--- src/rtl/enum_pkg.sv ---
// Shared types and helpers for the minterm enumerator: FSM state encoding,
// default input count and an all-ones mask generator.
package enum_pkg;

  localparam int N_IN_DEF = 16;

  typedef enum logic [1:0] {
    IDLE = 2'd0,
    SCAN = 2'd1,
    HOLD = 2'd2,
    DONE = 2'd3
  } state_t;

  function automatic logic [31:0] ALL_ONES(input int n);
    if (n >= 32) begin
      ALL_ONES = '1;
    end else begin
      ALL_ONES = (32'd1 << n) - 32'd1;
    end
  endfunction

endpackage

--- src/rtl/onset_enumerator.sv ---
// Sweeps every input vector of an external combinational function and streams
// out, in ascending order, each minterm whose output matches the latched polarity.
module onset_enumerator
  import enum_pkg::*;
#(
  parameter int N_IN  = N_IN_DEF,
  parameter int CNT_W = 17
) (
  input  logic             clk,
  input  logic             rst_n,
  input  logic             start,
  input  logic             abort,
  input  logic             polarity,
  output logic [N_IN-1:0]  fn_x,
  input  logic             fn_y,
  output logic             m_valid,
  input  logic             m_ready,
  output logic [N_IN-1:0]  m_data,
  output logic             busy,
  output logic             done,
  output logic [CNT_W-1:0] match_cnt
);

  localparam logic [31:0]     ONES32 = ALL_ONES(N_IN);
  localparam logic [N_IN-1:0] ONES   = ONES32[N_IN-1:0];

  state_t           r_state;
  state_t           w_next_state;
  logic             r_pol;
  logic [N_IN-1:0]  r_fn_x;
  logic [N_IN-1:0]  r_m_data;
  logic             r_m_valid;
  logic [CNT_W-1:0] r_match_cnt;

  logic w_match;
  logic w_last;
  logic w_start_ok;
  logic w_xfer;

  assign w_match    = (fn_y == r_pol);
  assign w_last     = (r_fn_x == ONES);
  assign w_start_ok = start && !abort && ((r_state == IDLE) || (r_state == DONE));
  assign w_xfer     = (r_state == HOLD) && !abort && r_m_valid && m_ready;

  always_ff @(posedge clk or negedge rst_n) begin
    if (!rst_n) begin
      r_state <= IDLE;
    end else begin
      r_state <= w_next_state;
    end
  end

  always_comb begin
    w_next_state = r_state;
    if (abort) begin
      w_next_state = IDLE;
    end else begin
      case (r_state)
        IDLE, DONE: if (start) w_next_state = SCAN;
        SCAN: begin
          if (w_match)     w_next_state = HOLD;
          else if (w_last) w_next_state = DONE;
        end
        HOLD: begin
          if (w_xfer) w_next_state = w_last ? DONE : SCAN;
        end
        default: w_next_state = IDLE;
      endcase
    end
  end

  always_comb begin
    busy = 1'b0;
    done = 1'b0;
    case (r_state)
      SCAN, HOLD: busy = 1'b1;
      DONE:       done = 1'b1;
      default:    ;
    endcase
  end

  // Probe counter stops on the last vector instead of wrapping.
  always_ff @(posedge clk or negedge rst_n) begin
    if (!rst_n) begin
      r_pol       <= 1'b1;
      r_fn_x      <= '0;
      r_m_data    <= '0;
      r_m_valid   <= 1'b0;
      r_match_cnt <= '0;
    end else if (w_start_ok) begin
      r_pol       <= polarity;
      r_fn_x      <= '0;
      r_match_cnt <= '0;
    end else if ((r_state == SCAN) && !abort) begin
      if (w_match) begin
        r_m_data  <= r_fn_x;
        r_m_valid <= 1'b1;
      end else if (!w_last) begin
        r_fn_x <= r_fn_x + N_IN'(1);
      end
    end else if (r_state == HOLD) begin
      if (abort) begin
        r_m_valid <= 1'b0;
      end else if (w_xfer) begin
        r_m_valid   <= 1'b0;
        r_match_cnt <= r_match_cnt + CNT_W'(1);
        if (!w_last) r_fn_x <= r_fn_x + N_IN'(1);
      end
    end
  end

  assign fn_x      = r_fn_x;
  assign m_data    = r_m_data;
  assign m_valid   = r_m_valid;
  assign match_cnt = r_match_cnt;

endmodule

--- config.mk ---
export PLATFORM = sky130hd
export DESIGN_NAME = onset_enumerator
export DESIGN_NICKNAME = d
export VERILOG_FILES = /design/src/rtl/enum_pkg.sv /design/src/rtl/onset_enumerator.sv
export SDC_FILE = /design/constraint.sdc
export NUM_CORES = 1
export LEC_CHECK = 0
export BUFFER_PORTS_ARGS = -buffer_cell sky130_fd_sc_hd__clkbuf_2
export CELL_PAD_IN_SITES_DETAIL_PLACEMENT = 1
export CELL_PAD_IN_SITES_GLOBAL_PLACEMENT = 2
export CORE_MARGIN = 2
export CORE_UTILIZATION = 30
export DETAILED_ROUTE_END_ITERATION = 6
export GPL_TIMING_DRIVEN = 0
export PLACE_DENSITY_LB_ADDON = 0.1
export SLEW_MARGIN = 20
export SYNTH_ARGS = -nofsm -noshare
export SYNTH_HDL_FRONTEND = slang
export SYNTH_SLANG_ARGS = --single-unit
--- constraint.sdc ---
create_clock -name clk -period 3.21 [get_ports clk]
set_input_delay 0.8025 -clock clk [delete_from_list [all_inputs] [get_ports clk]]
set_output_delay 0.8025 -clock clk [all_outputs]
set_load 0.1 [all_outputs]
# Yosys cells after proc, flatten, opt, wreduce, memory -nomap -nowiden
# Index checks and enable logic that the tools add are counted.
totals:
  regBits: 53
  input_bits: 7
  out_inout_bits: 52
  word_cells: 70
op_classes:
  addsub: 2
  eq_ne: 13
  muxes: 26
  n_bitwise: 1
  reduce_logical: 22
ops:
  columns: ["operator", "n"]
  rows:
  - ["16-bit 2-to-1 mux", 7]
  - ["17-bit 2-to-1 mux", 5]
  - ["17-bit by 1-bit adder with 17-bit output, second input constant", 1]
  - ["16-bit by 1-bit adder with 16-bit output, second input constant", 1]
  - ["16-bit == test, second input constant", 1]
  - ["2-bit 2-to-1 mux", 6]
  - ["4-bit AND reduction", 3]
  - ["3-bit inequality test, second input constant", 3]
  - ["3-bit nonzero test", 3]
  - ["1-bit 2-to-1 mux", 7]
  - ["1-bit logical AND", 6]
  - ["2-bit case mux with 3 select lines", 1]
  - ["3-bit AND reduction", 2]
  - ["2-bit nonzero test", 3]
  - ["2-bit == test, second input constant", 2]
  - ["2-bit inequality test, second input constant", 2]
  - ["4-bit inequality test, second input constant", 1]
  - ["2-bit OR reduction", 2]
  - ["3-bit by 1-bit inequality test with 1-bit output, second input constant", 1]
  - ["2-bit by 1-bit == test with 1-bit output, second input constant", 1]
  - ["2-bit zero test", 1]
  - ["2-bit by 1-bit inequality test with 1-bit output, second input constant", 1]
  - ["1-bit == test", 1]
  - ["1-bit zero test", 1]
  - ["other kinds (2)", 2]

# Depth between registers and ports, before layout
# Gate-level depths: netlist of run 1.
depth:
  ltp_word: 9
  depth_mapped: 9
  ltp_nobuf: 6

# Least setup slack after synthesis of run 1
# OpenSTA, ideal clock, no wires.
synth_path:
  path_kind: "register to register"
  startpoint: "register r_fn_x[0], in the netlist fn_x[0]"
  endpoint: "register r_fn_x[11], in the netlist fn_x[11]"
  setup_time_ns: 0.119
  t_arrival_ns: 2.291
  required_time_ns: 3.091
  path_slack_ns: 0.800
  stages_incl_launch_ff: 6
  path_buffers: 0
  period_less_slack_ns: 2.410
  cell_sequence: "dfrtp_1 ha_1 nand4_1 nor4_1 nor4_1 o21a_1"
synth_between:
  elab_chain_len: 7
  word_cells_on_any_way: 9
  classes_between: "add/sub (1); eq/ne (1); mux (7)"
synth_lines:
  columns: ["item", "line", "source"]
  rows:
  - ["from (decl)", "onset_enumerator.sv:30", "logic [N_IN-1:0] r_fn_x;"]
  - ["from (signal assigned)", "onset_enumerator.sv:99", "r_fn_x <= r_fn_x + N_IN'(1);"]
  - ["from (signal assigned)", "onset_enumerator.sv:107", "if (!w_last) r_fn_x <= r_fn_x + N_IN'(1);"]
  - ["16-bit by 1-bit adder with 16-bit output or 16-bit == test (tied branches)", "onset_enumerator.sv:99, onset_enumerator.sv:107, onset_enumerator.sv:41", null]
  - ["16-bit 2-to-1 mux (*)", "onset_enumerator.sv:98, onset_enumerator.sv:107", null]
  - ["16-bit 2-to-1 mux", "onset_enumerator.sv:104", "end else if (w_xfer) begin"]
  - ["16-bit 2-to-1 mux", "onset_enumerator.sv:102", "if (abort) begin"]
  - ["16-bit 2-to-1 mux", "onset_enumerator.sv:101", "end else if (r_state == HOLD) begin"]
  - ["16-bit 2-to-1 mux (*)", "onset_enumerator.sv:94", "end else if ((r_state == SCAN) && !abort) begin"]
  - ["16-bit 2-to-1 mux (*)", "onset_enumerator.sv:90", "end else if (w_start_ok) begin"]
# Mark *: on every way between the ends. The rest lies on a longest branch, timed or not. The select of a mux whose other input is x is not followed.
# A chain may end at the register's enable or synchronous reset.

# Final worst setup path of run 1
layout_path:
  startpoint: "register r_state[0]"
  endpoint: "output busy"
layout_between:
  elab_chain_len: 3
  word_cells_on_any_way: 4
  classes_between: "eq/ne (2); mux (1); reduce/logical (1)"
layout_lines:
  columns: ["item", "line", "source"]
  rows:
  - ["from (decl)", "onset_enumerator.sv:27", "state_t r_state;"]
  - ["from (signal assigned)", "onset_enumerator.sv:49", "r_state <= w_next_state;"]
  - ["2-bit by 1-bit == test with 1-bit output or 2-bit == test (tied branches)", "onset_enumerator.sv:75", "case (r_state)"]
  - ["2-bit OR reduction (*)", "onset_enumerator.sv:75", null]
  - ["1-bit 2-to-1 mux (*)", "onset_enumerator.sv:75", null]
  - ["to (decl)", "onset_enumerator.sv:19", "output logic busy,"]
# Mark *: on every way between the ends. The rest lies on a longest branch, timed or not.

==> impl_results.md, run 1 <==
* Outcome: completed
* Worst-case register-to-register setup slack at 0.76 ns
* Maximum number of pins on one net before global-route repair at 33
* Die Width at 102 um
* Layout Area Growth over Synthesis at 19.9%
* Category of the critical setup timing path: reg -> out
* Clk slew on worst S/H paths at 0.11 ns
* Endpoint required time on the critical path at 2.41 ns
* Reg2reg path depth at 9
* Highest attainable clock frequency at 396 MHz
* Row count at 35
* Unrepaired setup endpoints after global routing: false
* Cell types occupying the most area after synthesis: sky130_fd_sc_hd__dfrtp_1 (45%), sky130_fd_sc_hd__mux2_2 (5.9%), sky130_fd_sc_hd__mux2i_1 (5.2%)
* Maximum fanout count along the critical path at 8
* Initial Utilization at 31.0%
* Number of H-tree branching levels at 2
* Clock insertion delay at the later pin of the skew report at 0.31 ns
* Half-perimeter wire length after placement at 5830 um
* Last weighted congestion value of the routability-driven placer at 0.730
* Distinct cell type count of the synthesized netlist at 52
* Peak supply drop at ~0.32 mV
* Power density of the placed cells at 563 nW/um2
* Dpl cell area at 3350 um2
* Total Nets Final at 366
* First-pass GRT wire length at 13,100 um
* Mapped Area at 2870 um2
* CP max stage delay at ~0.45 ns
* # DRC at 0
* Overall die area at 10,400 um2
* Detailed-route vias per instance at 5.13
* Post-route cell area at 3440 um2
* Area share of the largest cell type after synthesis at 45.3%
* Synthesized instance count at 288
* TritonCTS Buffers at 5
* Worst-path cell chain: inv_1, ha_1, inv_1, clkbuf_2
* Final setup violation count at 0
* I/O pin count at 59
* Launch point of the worst reg-to-reg path: r_state[0]
* Quantity of I/O buffers inserted on ports at 58
* End of the worst register-to-register path: match_cnt[15]
* Root Driver: sky130_fd_sc_hd__clkbuf_8
* Number of global-route vias before repair at around 2,500
* Total count of hold-check failures in the final report at 0
* Number of antenna violations at the first check in global routing at 0
* Largest area contributor in the synthesized netlist: sky130_fd_sc_hd__dfrtp_1
* Critical path capture point type: output port
* Final worst path period share at 78.6%
* Total setup buffers inserted after CTS at 0
* Global router's overall resource usage at 16.0%
* Count of hold-fix buffers inserted at cts at 0
* Core region area at about 9300 um2
* Kind of path behind the tightest hold check: in -> async
* Count of maximum capacitance violations at 0
* Critical path data arrival time at 1.72 ns
* Average instance area after synthesis at 9.98 um2
* Yosys reg bits at 53
* Number of buffers between clock root and the deepest sink at 2
* CTS tree: done
* Number of pins with negative max-slew slack in the final report at 0
* Clock period minus worst slack at 2.52 ns
* Drt total wl at 7980 um
* Routed len/inst at 16.5 um
* Fraction of final layout cells with drive strength greater than 1 at 26.5%
* Async set-or-reset flop fraction in the synthesized netlist at 100%
* Number of enable flip-flop cells after synthesis at 0
* Number of search-and-repair iterations in the first detailed-routing pass at 4
* Via Count at 2,485
* Number of instances resized during post-cts repair at 0
* Number of nets produced by synthesis at 300
* Worst-Margin Slew at 0.753 ns
* Num Clock Sinks at 53
* Worst Clk Skew at 0.0129 ns
* Remaining global-route overflow at 0
* Sequential share of the synthesized area at 46.2%
* N_diodes at 0
* Number of nets with antenna violations after routing at 0
* Most repeated library cell on the critical path: sky130_fd_sc_hd__inv_1
* Leakage component of the power at about 1.6 nW
* Crit path max-delay cell type: sky130_fd_sc_hd__clkbuf_2
* Dominant register cell in the synthesized netlist: sky130_fd_sc_hd__dfrtp_1
* Total number of yosys warnings at 0
* CP Launch Type: register
* Die Y-Extent at 102 um
* Total Negative Setup Slacks at 0 ns
* Remaining max-slew budget at the tightest pin at 49.4%
* Starting DRC count in detailed routing at 83
[critical path: cells and delay by family (launching register included)]
| family | cells | cell delay (ns) |
|---|---|---|
| buf+inv | 3 | 0.62 |
| fa+ha+maj | 1 | 0.40 |
| flops | 1 | 0.39 |
[kinds of logic after synthesis]
family,share of synthesized area (%)
AND/OR/NAND/NOR,22.2
AO/OA/AOI/OAI,13.7
flip-flops,46.2
multiplexers,11.1
buffers and inverters,3.13
XOR/XNOR,1.52
adder cells (fa/ha/maj),2.18
[layer usage]
metal	part of all wire (%)	up-vias	global-route usage [%]	routed length, um
li1	-	1199	-	-
met1	54	1234	24.8	4280
met2	42	45	23.8	3380
met3	3.1	7	2.53	245
met4	0.86	0	3.08	69
met5	0	-	0	0
[state kept, by name, indices dropped and copies added, names as in the netlist]
register and cells:
fn_x 16, m_data 16, m_valid 1, match_cnt 17, r_pol 1, r_state 2
[Yosys cell counts (2+ instances only)]
master and count:
sky130_fd_sc_hd__and3_1 6, sky130_fd_sc_hd__nor4_1 6, sky130_fd_sc_hd__and4_1 2, sky130_fd_sc_hd__xor2_1 3, sky130_fd_sc_hd__clkbuf_1 6, sky130_fd_sc_hd__dfrtp_1 52
sky130_fd_sc_hd__mux2_2 15, sky130_fd_sc_hd__or4_1 9, sky130_fd_sc_hd__xnor2_1 2, sky130_fd_sc_hd__a211oi_1 7, sky130_fd_sc_hd__a21oi_1 18, sky130_fd_sc_hd__mux2i_1 15
sky130_fd_sc_hd__o21ai_0 5, sky130_fd_sc_hd__nand2b_1 15, sky130_fd_sc_hd__o31a_1 2, sky130_fd_sc_hd__buf_2 5, sky130_fd_sc_hd__o31ai_1 8, sky130_fd_sc_hd__a211o_1 2
sky130_fd_sc_hd__o41ai_1 2, sky130_fd_sc_hd__nor2b_1 2, sky130_fd_sc_hd__nand2_1 32, sky130_fd_sc_hd__nand3_1 20, sky130_fd_sc_hd__a31oi_1 2, sky130_fd_sc_hd__ha_1 5
sky130_fd_sc_hd__or3_1 4, sky130_fd_sc_hd__inv_1 7, sky130_fd_sc_hd__o311ai_1 2, sky130_fd_sc_hd__nor2_1 7, sky130_fd_sc_hd__nand4_1 4
[worst max path at each step]
stage	slack, ns	endpoint	startpoint
2_1_floorplan	0.80	fn_x[11]	fn_x[0]
3_3_place_gp	0.56	match_cnt[16]	abort
3_5_place_dp	0.52	fn_x[15]	abort
4_1_cts	0.66	busy	r_state[0]
5_1_grt	0.55	match_cnt[16]	r_state[0]
6_report	0.69	busy	r_state[0]
[cell usage in the layout (no fill, tap or decap), types with 3 or more instances in the layout]
cell	n
sky130_fd_sc_hd__mux2i_1	15
sky130_fd_sc_hd__nand4_1	4
sky130_fd_sc_hd__o21ai_0	5
sky130_fd_sc_hd__nand3_1	20
sky130_fd_sc_hd__clkbuf_2	58
sky130_fd_sc_hd__nand2_1	32
sky130_fd_sc_hd__o31ai_1	8
sky130_fd_sc_hd__xor2_1	3
sky130_fd_sc_hd__dfrtp_1	52
sky130_fd_sc_hd__or3_1	4
sky130_fd_sc_hd__nand2b_1	15
sky130_fd_sc_hd__clkbuf_1	6
sky130_fd_sc_hd__ha_1	5
sky130_fd_sc_hd__nor2_1	7
sky130_fd_sc_hd__nor4_1	6
sky130_fd_sc_hd__a211oi_1	7
sky130_fd_sc_hd__and3_1	6
sky130_fd_sc_hd__a21oi_1	18
sky130_fd_sc_hd__clkbuf_8	6
sky130_fd_sc_hd__mux2_2	15
sky130_fd_sc_hd__inv_1	7
sky130_fd_sc_hd__or4_1	9
sky130_fd_sc_hd__buf_2	5
[power breakdown]
| part | switching [W] | total [W] | internal [W] |
|---|---|---|---|
| Sequential | 0.0000564 | 0.000774 | 0.000718 |
| Combinational | 0.000583 | 0.000753 | 0.000170 |
| Clock | 0.000235 | 0.000411 | 0.000176 |
[final cells by class]
class / count / area (um2)
buffer: 14 / 63.8
clock buffer: 6 / 82.6
clock inverter: 2 / 13.8
fill: 1103 / 5840
inverter: 7 / 26.3
multi-input combinational: 214 / 1460
sequential: 53 / 1330
tap: 129 / 161
timing repair buffer: 59 / 313
[stage by stage]
step | hold slack [ns] | total power [W] | utilization [%] | std cells | setup slack (ns)
2_1_floorplan | 0.460 | 0.00136 | - | 288 | 0.800
6_report | 0.402 | 0.00194 | 37.1 | 484 | 0.686
5_1_grt | 0.407 | 0.00206 | 37.1 | 484 | 0.545
3_5_place_dp | 0.480 | 0.00155 | 36.1 | 476 | 0.519
4_1_cts | 0.400 | 0.00198 | 37.1 | 484 | 0.661
3_3_place_gp | 0.465 | 0.00154 | 35.8 | 475 | 0.556
No activity file was read; power rests on OpenSTA's default activity.
==> inputs of run 2 (changes only) <==
==> constraint.sdc (replaced) <==
create_clock -name clk -period 2.5 [get_ports clk]
set_input_delay 0.625 -clock clk [delete_from_list [all_inputs] [get_ports clk]]
set_output_delay 0.625 -clock clk [all_outputs]
set_load 0.1 [all_outputs]
==> run 2 against run 1 <==
  * Via count decreased by 0.12%
  * Cell count unchanged
  * Wire length increased by 0.55%
  * Sequential share of layout area decreased by 0.33 points
  * Critical path depth unchanged
  * Largest power group unchanged
  * Sequential cell count unchanged
  * Register-to-register slack got worse by 0.57 ns
==> impl_results.md, run 2 (synthesis gave the netlist of run 1 again) <==
* CTS tree: done
* Overall die area at 10,400 um2 (unchanged)
* Clock insertion delay at the later pin of the skew report at 0.31 ns (about the same)
* Clock period minus worst slack at between 2 and 2.5 ns
* Critical path data arrival time at 1.72 ns (about the same)
* Half-perimeter wire length after placement at 5830 um (unchanged)
* Peak supply drop at 0.409 mV (+29%)
* Top library cells by usage in the layout, fill and taps aside: sky130_fd_sc_hd__clkbuf_2 (61), sky130_fd_sc_hd__dfrtp_1 (52), sky130_fd_sc_hd__nand2_1 (32)
* Count of maximum capacitance violations at 0 (unchanged)
* Highest attainable clock frequency at 427 MHz
* Die Width at 102 um (unchanged)
* # DRC at 0 (unchanged)
* Number of buffers between clock root and the deepest sink at 2 (unchanged)
* CP Launch Type: register
* Post-layout utilization of the core at 37.4% (+0.32 points)
* Via Count at 2,482 (-0.12%)
* Total count of hold-check failures in the final report at 0 (unchanged)
* Leading cell type in the layout, fill and taps excluded: sky130_fd_sc_hd__clkbuf_2
* Power density of the placed cells at 718 nW/um2 (+28%)
* Maximum fanout count along the critical path at 8 (unchanged)
* Routed len/inst at 16.6 um (+0.55%)
* Clk slew on worst S/H paths at 0.10 ns (about the same)
* Unrepaired setup endpoints after global routing: false
* Fraction of final layout cells with drive strength greater than 1 at 28.7% (+2.3 points)
* Remaining max-slew budget at the tightest pin at 47.6% (-1.8 points)
* Number of pins with negative max-slew slack in the final report at 0 (unchanged)
* Count of hold-fix buffers inserted at cts at 0 (unchanged)
* Remaining global-route overflow at 0 (unchanged)
* Detailed-route vias per instance at 5.13 (-0.12%)
* Final setup violation count at 0 (unchanged)
* Die Y-Extent at 102 um (unchanged)
* Quantity of I/O buffers inserted on ports at 58 (unchanged)
* Number of flip-flops under the largest register name at 17 (unchanged)
* Total Negative Setup Slacks at 0 ns (unchanged)
* Final worst path period share at between 90% and 100%
* I/O pin count at 59 (unchanged)
* Kind of path behind the tightest hold check: in -> async
* Core region area at 9280 um2 (unchanged)
* N_diodes at 0 (unchanged)
* Worst setup path startpoint: r_state[0]
* Launch point of the worst reg-to-reg path: r_state[0]
* Category of the critical setup timing path: reg -> out
* First-pass GRT wire length at 13,100 um (unchanged)
* Outcome: completed
* Number of global-route vias before repair at 2,467 (unchanged)
* Leakage component of the power at 1.58 nW (+0.72%)
* Number of H-tree branching levels at 2 (unchanged)
* Maximum number of pins on one net before global-route repair at 33 (unchanged)
* Worst Clk Skew at 0.0148 ns (+0.00189 ns)
* Drt total wl at 8030 um (+0.55%)
* Starting DRC count in detailed routing at 81 (-2.4%)
* Global router's overall resource usage at 16.0% (unchanged)
* Number of antenna violations at the first check in global routing at 0 (unchanged)
* Num Clock Sinks at 53 (unchanged)
* Fill cell total of the finished layout at 1,101 (-0.18%)
* Endpoint required time on the critical path at 1.88 ns (-0.53 ns)
* Post-route cell area at 3470 um2 (+0.87%)
* Total setup buffers inserted after CTS at 0 (unchanged)
* Reg2reg path depth at 7 (-2)
* TritonCTS Buffers at 5 (unchanged)
* Final hold slack at 0.228 ns (-0.174 ns)
* End of the worst register-to-register path: fn_x[8]
* Worst-case register-to-register setup slack at 0.19 ns (-0.57 ns)
* Number of search-and-repair iterations in the first detailed-routing pass at 4 (unchanged)
* Root Driver: sky130_fd_sc_hd__clkbuf_8
* Row count at 35 (unchanged)
* Dpl cell area at 3350 um2 (unchanged)
* Initial Utilization at 31.0% (unchanged)
* Critical path capture point type: output port
* Last weighted congestion value of the routability-driven placer at 0.730 (unchanged)
* Total Nets Final at 366 (unchanged)
* Worst-Margin Slew at 0.784 ns (+0.0312 ns)
* Layout Area Growth over Synthesis at 20.9%
* Number of nets with antenna violations after routing at 0 (unchanged)
-- run 2: changes by cell type in the layout (fill, tap and decap cells not counted), moves of 3 or more --
cell / before / now
sky130_fd_sc_hd__a211oi_2: 0 / 3
sky130_fd_sc_hd__a211oi_1: 7 / 4
sky130_fd_sc_hd__clkbuf_1: 6 / 3
sky130_fd_sc_hd__clkbuf_2: 58 / 61
-- run 2: layer usage --
metal  up-vias  track usage [%]  wire length, um
met1      1240             24.8             4310
met4         0             3.08               66
met3         6             2.53              244
met2        41             23.8             3410
met5         -                0                0
li1       1195                -                -
-- run 2: per-stage QoR --
stage / power (W) / worst slack (ns) / instances
2_1_floorplan: 0.00175 / 0.0899 / 288
3_3_place_gp: 0.00197 / 0.0234 / 475
3_5_place_dp: 0.00199 / -0.0137 / 476
4_1_cts: 0.00254 / 0.0184 / 484
5_1_grt: 0.00266 / 0.0422 / 484
6_report: 0.00250 / 0.157 / 484
-- run 2: worst max path at each step --
stage,to,slack (ns),cells past startpoint
finish,busy,0.16,4
global route,match_cnt[5],0.04,9
CTS,fn_x[15],0.02,7
detailed placement,fn_x[15],-0.01,7
global placement,match_cnt[16],0.02,7
floorplan,fn_x[11],0.09,5
-- run 2: critical path, stage by stage, from the launching register on --
cell,delay [ns]
sky130_fd_sc_hd__dfrtp_1,0.39
sky130_fd_sc_hd__inv_1,0.08
sky130_fd_sc_hd__ha_1,0.40
sky130_fd_sc_hd__inv_1,0.09
sky130_fd_sc_hd__clkbuf_2,0.45
-- run 2: final cells by class --
type / instances / area (um2) / share of cell area [%]
Multi-Input combinational cell: 214 / 1480 / 42.6
Sequential cell: 53 / 1330 / 38.2
Timing Repair Buffer: 59 / 313 / 9.00
Tap cell: 129 / 161 / 4.65
Clock buffer: 6 / 82.6 / 2.38
Buffer: 14 / 70.1 / 2.02
Inverter: 7 / 26.3 / 0.756
Clock inverter: 2 / 13.8 / 0.396
-- run 2: power by group --
part / total (W) / internal [W] / switching [W]
Combinational: 0.000979 / 0.000224 / 0.000755
Clock: 0.000525 / 0.000226 / 0.000299
Sequential: 0.000992 / 0.000922 / 0.0000701
-- run 2: what timing repair did --
item / CTS / global route
hold endpoints to repair: 0 / 0
gates resized for setup: 0 / 12
setup endpoints to repair: 0 / 31
==> inputs of run 3 (changes only) <==
--- a/config.mk
+++ b/config.mk
@@ -5,6 +5,7 @@
 export SDC_FILE = /design/constraint.sdc
 export NUM_CORES = 1
 export LEC_CHECK = 0
+export ABC_AREA = 1
 export BUFFER_PORTS_ARGS = -buffer_cell sky130_fd_sc_hd__clkbuf_2
 export CELL_PAD_IN_SITES_DETAIL_PLACEMENT = 1
 export CELL_PAD_IN_SITES_GLOBAL_PLACEMENT = 2
==> run 3 against run 2 <==
  * Core utilization decreased by 0.22 points
  * Cell count increased by 28%
  * Critical endpoint unchanged
  * Largest cell class unchanged
  * Fmax rose by 0.30%
  * Combinational power up 15%
  * Power is 11% higher
  * Clock power is 22% higher
==> impl_results.md, run 3 <==
* Outcome: completed
* Maximum number of pins on one net before global-route repair at 42 (+27%)
* Number of flip-flops under the largest register name at 17 (unchanged)
* Number of search-and-repair iterations in the first detailed-routing pass at 4 (unchanged)
* Count of hold-fix buffers inserted at cts at 0 (unchanged)
* Number of instances resized during post-cts repair at 0 (unchanged)
* Number of pins with negative max-slew slack in the final report at 0 (unchanged)
* Total Nets Final at 499 (+36%)
* Number of nets with antenna violations after routing at 0 (unchanged)
* # DRC at 0 (unchanged)
* Clk pwr share at 23.1% (+2.1 points)
* Remaining global-route overflow at 0 (unchanged)
* Number of H-tree branching levels at 2 (unchanged)
* Most repeated library cell on the critical path: sky130_fd_sc_hd__inv_1
* Endpoint required time on the critical path at 1.88 ns (about the same)
* Detailed-route vias per instance at 4.81 (-6.3%)
* Part of the power in registers at 36.3% (-3.4 points)
* Global router's overall resource usage at 18.6% (+2.5 points)
* Cell types occupying the most area after synthesis: sky130_fd_sc_hd__dfrtp_1 (42%), sky130_fd_sc_hd__nand2_1 (20%), sky130_fd_sc_hd__nor2_1 (5.5%)
* Sw frac at 46.5% (+1.4 points)
* Peak supply drop at 0.618 mV (+51%)
* CTS tree: done
* Buf+Inv Stages, Crit Path at 3 (unchanged)
* Final setup violation count at 0 (unchanged)
* Share of power burned in combinational logic at 40.6% (+1.4 points)
* Total number of yosys warnings at 0 (unchanged)
* Power density of the placed cells at 757 nW/um2 (+5.4%)
* Row count at 36 (+2.9%)
* Die Width at 105 um (+3.2%)
* Combined area of the multi-input logic cells at 1540 um2 (+3.8%)
* Root Driver: sky130_fd_sc_hd__clkbuf_8
* Dominant register cell in the synthesized netlist: sky130_fd_sc_hd__dfrtp_1
* Clock period minus worst slack at 2.34 ns (-0.00697 ns)
* Core region area at 9860 um2 (+6.3%)
* Clock insertion delay at the later pin of the skew report at 0.31 ns (about the same)
* Leakage component of the power at 1.83 nW (+16%)
* Starting DRC count in detailed routing at 114 (+41%)
* Count of maximum capacitance violations at 0 (unchanged)
* Leading cell type in the layout, fill and taps excluded: sky130_fd_sc_hd__nand2_1
* Category of the critical setup timing path: reg -> out
* Die Y-Extent at 105 um (+3.2%)
* Distinct cell type count of the synthesized netlist at 30 (-42%)
* CP Launch Type: register
* Dpl cell area at 3550 um2 (+6.1%)
* Total count of hold-check failures in the final report at 0 (unchanged)
* Via Count at 2,984 (+20%)
* Storage element area at 1330 um2 (unchanged)
* Average instance area after synthesis at 7.28 um2 (-27%)
* Drt total wl at 9700 um (+21%)
* Crit path max-delay cell type: sky130_fd_sc_hd__clkbuf_2
* Layout Area Growth over Synthesis at 19.7%
* First-pass GRT wire length at 16,200 um (+24%)
* Fraction of final layout cells with drive strength greater than 1 at 19.3% (-9.5 points)
* Final worst path period share at 93.4% (-0.28 points)
* Worst-Margin Slew at 0.705 ns (-0.0786 ns)
* Delay-heaviest family, CP: buffers and inverters
* Worst Clk Skew at 0.00408 ns (-0.0108 ns)
* Power spent charging and discharging nets at 0.00129 W (+15%)
* List of most frequent post-synthesis cells: sky130_fd_sc_hd__nand2_1 (160), sky130_fd_sc_hd__dfrtp_1 (52), sky130_fd_sc_hd__nor2_1 (45)
* Last weighted congestion value of the routability-driven placer at 0.790 (+8.2%)
* Overall die area at 11,000 um2 (+6.4%)
* Mapped Area at 3070 um2 (+6.7%)
* Async set-or-reset flop fraction in the synthesized netlist at 100% (unchanged)
* Highest attainable clock frequency at 428 MHz (+0.30%)
* Number of enable flip-flop cells after synthesis at 0 (unchanged)
* Number of nets produced by synthesis at 433 (+44%)
* Number of antenna violations at the first check in global routing at 0 (unchanged)
* N_diodes at 0 (unchanged)
* TritonCTS Buffers at 5 (unchanged)
* Yosys reg bits at 53 (unchanged)
* Critical path capture point type: output port
* Critical path data arrival time at 1.71 ns (about the same)
* Post-route cell area at 3670 um2 (+5.6%)
* Unrepaired setup endpoints after global routing: false
* Number of buffers between clock root and the deepest sink at 2 (unchanged)
* Sequential share of the synthesized area at 43.3% (-2.9 points)
* Count leader, synth: sky130_fd_sc_hd__nand2_1
* Routed len/inst at 15.6 um (-5.8%)
* Synthesized instance count at 421 (+46%)
* Top library cells by usage in the layout, fill and taps aside: sky130_fd_sc_hd__nand2_1 (160), sky130_fd_sc_hd__clkbuf_2 (57), sky130_fd_sc_hd__dfrtp_1 (52)
* Total setup buffers inserted after CTS at 0 (unchanged)
* Total Negative Setup Slacks at 0 ns (unchanged)
* Initial Utilization at 31.1% (+0.13 points)
* Kind of path behind the tightest hold check: in -> async
* Number of global-route vias before repair at 3,076 (+25%)
* Worst-path cell chain: inv_1, ha_1, inv_1, clkbuf_2
* Clk slew on worst S/H paths at 0.10 ns (about the same)
* Quantity of I/O buffers inserted on ports at 58 (unchanged)
* Largest area contributor in the synthesized netlist: sky130_fd_sc_hd__dfrtp_1
* Cell internal power dissipation at 0.00149 W (+8.4%)
* Remaining max-slew budget at the tightest pin at 53.0% (+5.4 points)
* CP max stage delay at 0.45 ns (about the same)
* Num Clock Sinks at 53 (unchanged)
* Fill cell total of the finished layout at 1,276 (+16%)
* Half-perimeter wire length after placement at 7150 um (+23%)
* Maximum fanout count along the critical path at 4 (-4)
* I/O pin count at 59 (unchanged)
* Area share of the largest cell type after synthesis at 42.4% (-2.8 points)
==> run 3: changes by cell type in the layout (fill, tap and decap cells not counted), sizes merged, moves of 7 or more <==
cell	previous run	this run
a21oi	18	9
nand3	20	32
nand2b	15	0
clkbuf	72	65
a211oi	7	0
mux2	15	0
nand2	32	165
or4	9	0
mux2i	15	0
nand4	5	22
o21ai	5	23
inv	7	36
nor2	7	52
==> run 3: stage by stage <==
stage	std cells	hold slack [ns]	util, %	total power (W)	setup WS [ns]
floorplan	421	0.329	-	0.00189	0.221
global placement	612	0.464	35.7	0.00215	0.326
detailed placement	613	0.466	36.0	0.00217	0.328
CTS	621	0.183	37.2	0.00282	0.144
global route	621	0.181	37.2	0.00294	0.0701
finish	621	0.185	37.2	0.00278	0.164
==> run 3: cells by family (layout without fill, tap and decap cells) <==
| family | Yosys count | after routing | share of synthesized area [%] |
|---|---|---|---|
| and+or+nand+nor | 275 | 275 | 40.1 |
| DFF | 53 | 53 | 43.3 |
| buffers and inverters | 47 | 114 | 6.61 |
| AOI/OAI and AO/OA | 38 | 38 | 7.14 |
| adders and majority gates | 5 | 5 | 2.04 |
| xor gates and xnor gates | 3 | 3 | 0.857 |
==> run 3: layout make-up <==
cell class	instances	share of cell area [%]
Inverter	36	3.68
Timing Repair Buffer	59	8.73
Clock buffer	7	2.35
Buffer	11	1.84
Tap cell	133	4.53
Sequential cell	53	36.2
Multi-Input combinational cell	321	41.9
Clock inverter	1	0.818
==> run 3: worst paths after layout <==
path	from	to	slack [ns]	depth (start not counted)
max in group asynchronous	rst_n	m_data[9]	1.84	2
worst max register to register	r_state[0]	fn_x[14]	0.33	7
worst min-delay path	rst_n	match_cnt[14]	0.18	1
worst max-delay path	r_state[0]	busy	0.16	4
min in group clk	m_data[6]	m_data[6]	0.49	2
worst min register to register	m_data[6]	m_data[6]	0.49	2
==> run 3: worst reg2reg max path, stage by stage (launching register included) <==
cell,delay [ns]
sky130_fd_sc_hd__dfrtp_1,0.40
sky130_fd_sc_hd__inv_1,0.07
sky130_fd_sc_hd__ha_1,0.37
sky130_fd_sc_hd__nand3_4,0.14
sky130_fd_sc_hd__buf_2,0.28
sky130_fd_sc_hd__buf_1,0.58
sky130_fd_sc_hd__nand4_1,0.17
sky130_fd_sc_hd__nand2_1,0.10
==> run 3: metal layers <==
layer	share of wire [%]	wire (um)	GRT usage [%]	up-vias
met3	2.6	253	2.68	6
met2	46	4440	30.0	44
met4	0.96	93	4.00	0
met1	51	4920	26.3	1452
met5	0	0	0	-
li1	-	-	-	1482
==> run 3: power groups by stage <==
stage / clock network, W / logic (W) / registers (W)
2_1_floorplan: 0 / 0.000528 / 0.00137
3_3_place_gp: 0 / 0.00113 / 0.00102
3_5_place_dp: 0 / 0.00114 / 0.00103
4_1_cts: 0.000661 / 0.00115 / 0.00101
5_1_grt: 0.000695 / 0.00122 / 0.00102
6_report: 0.000640 / 0.00113 / 0.00101
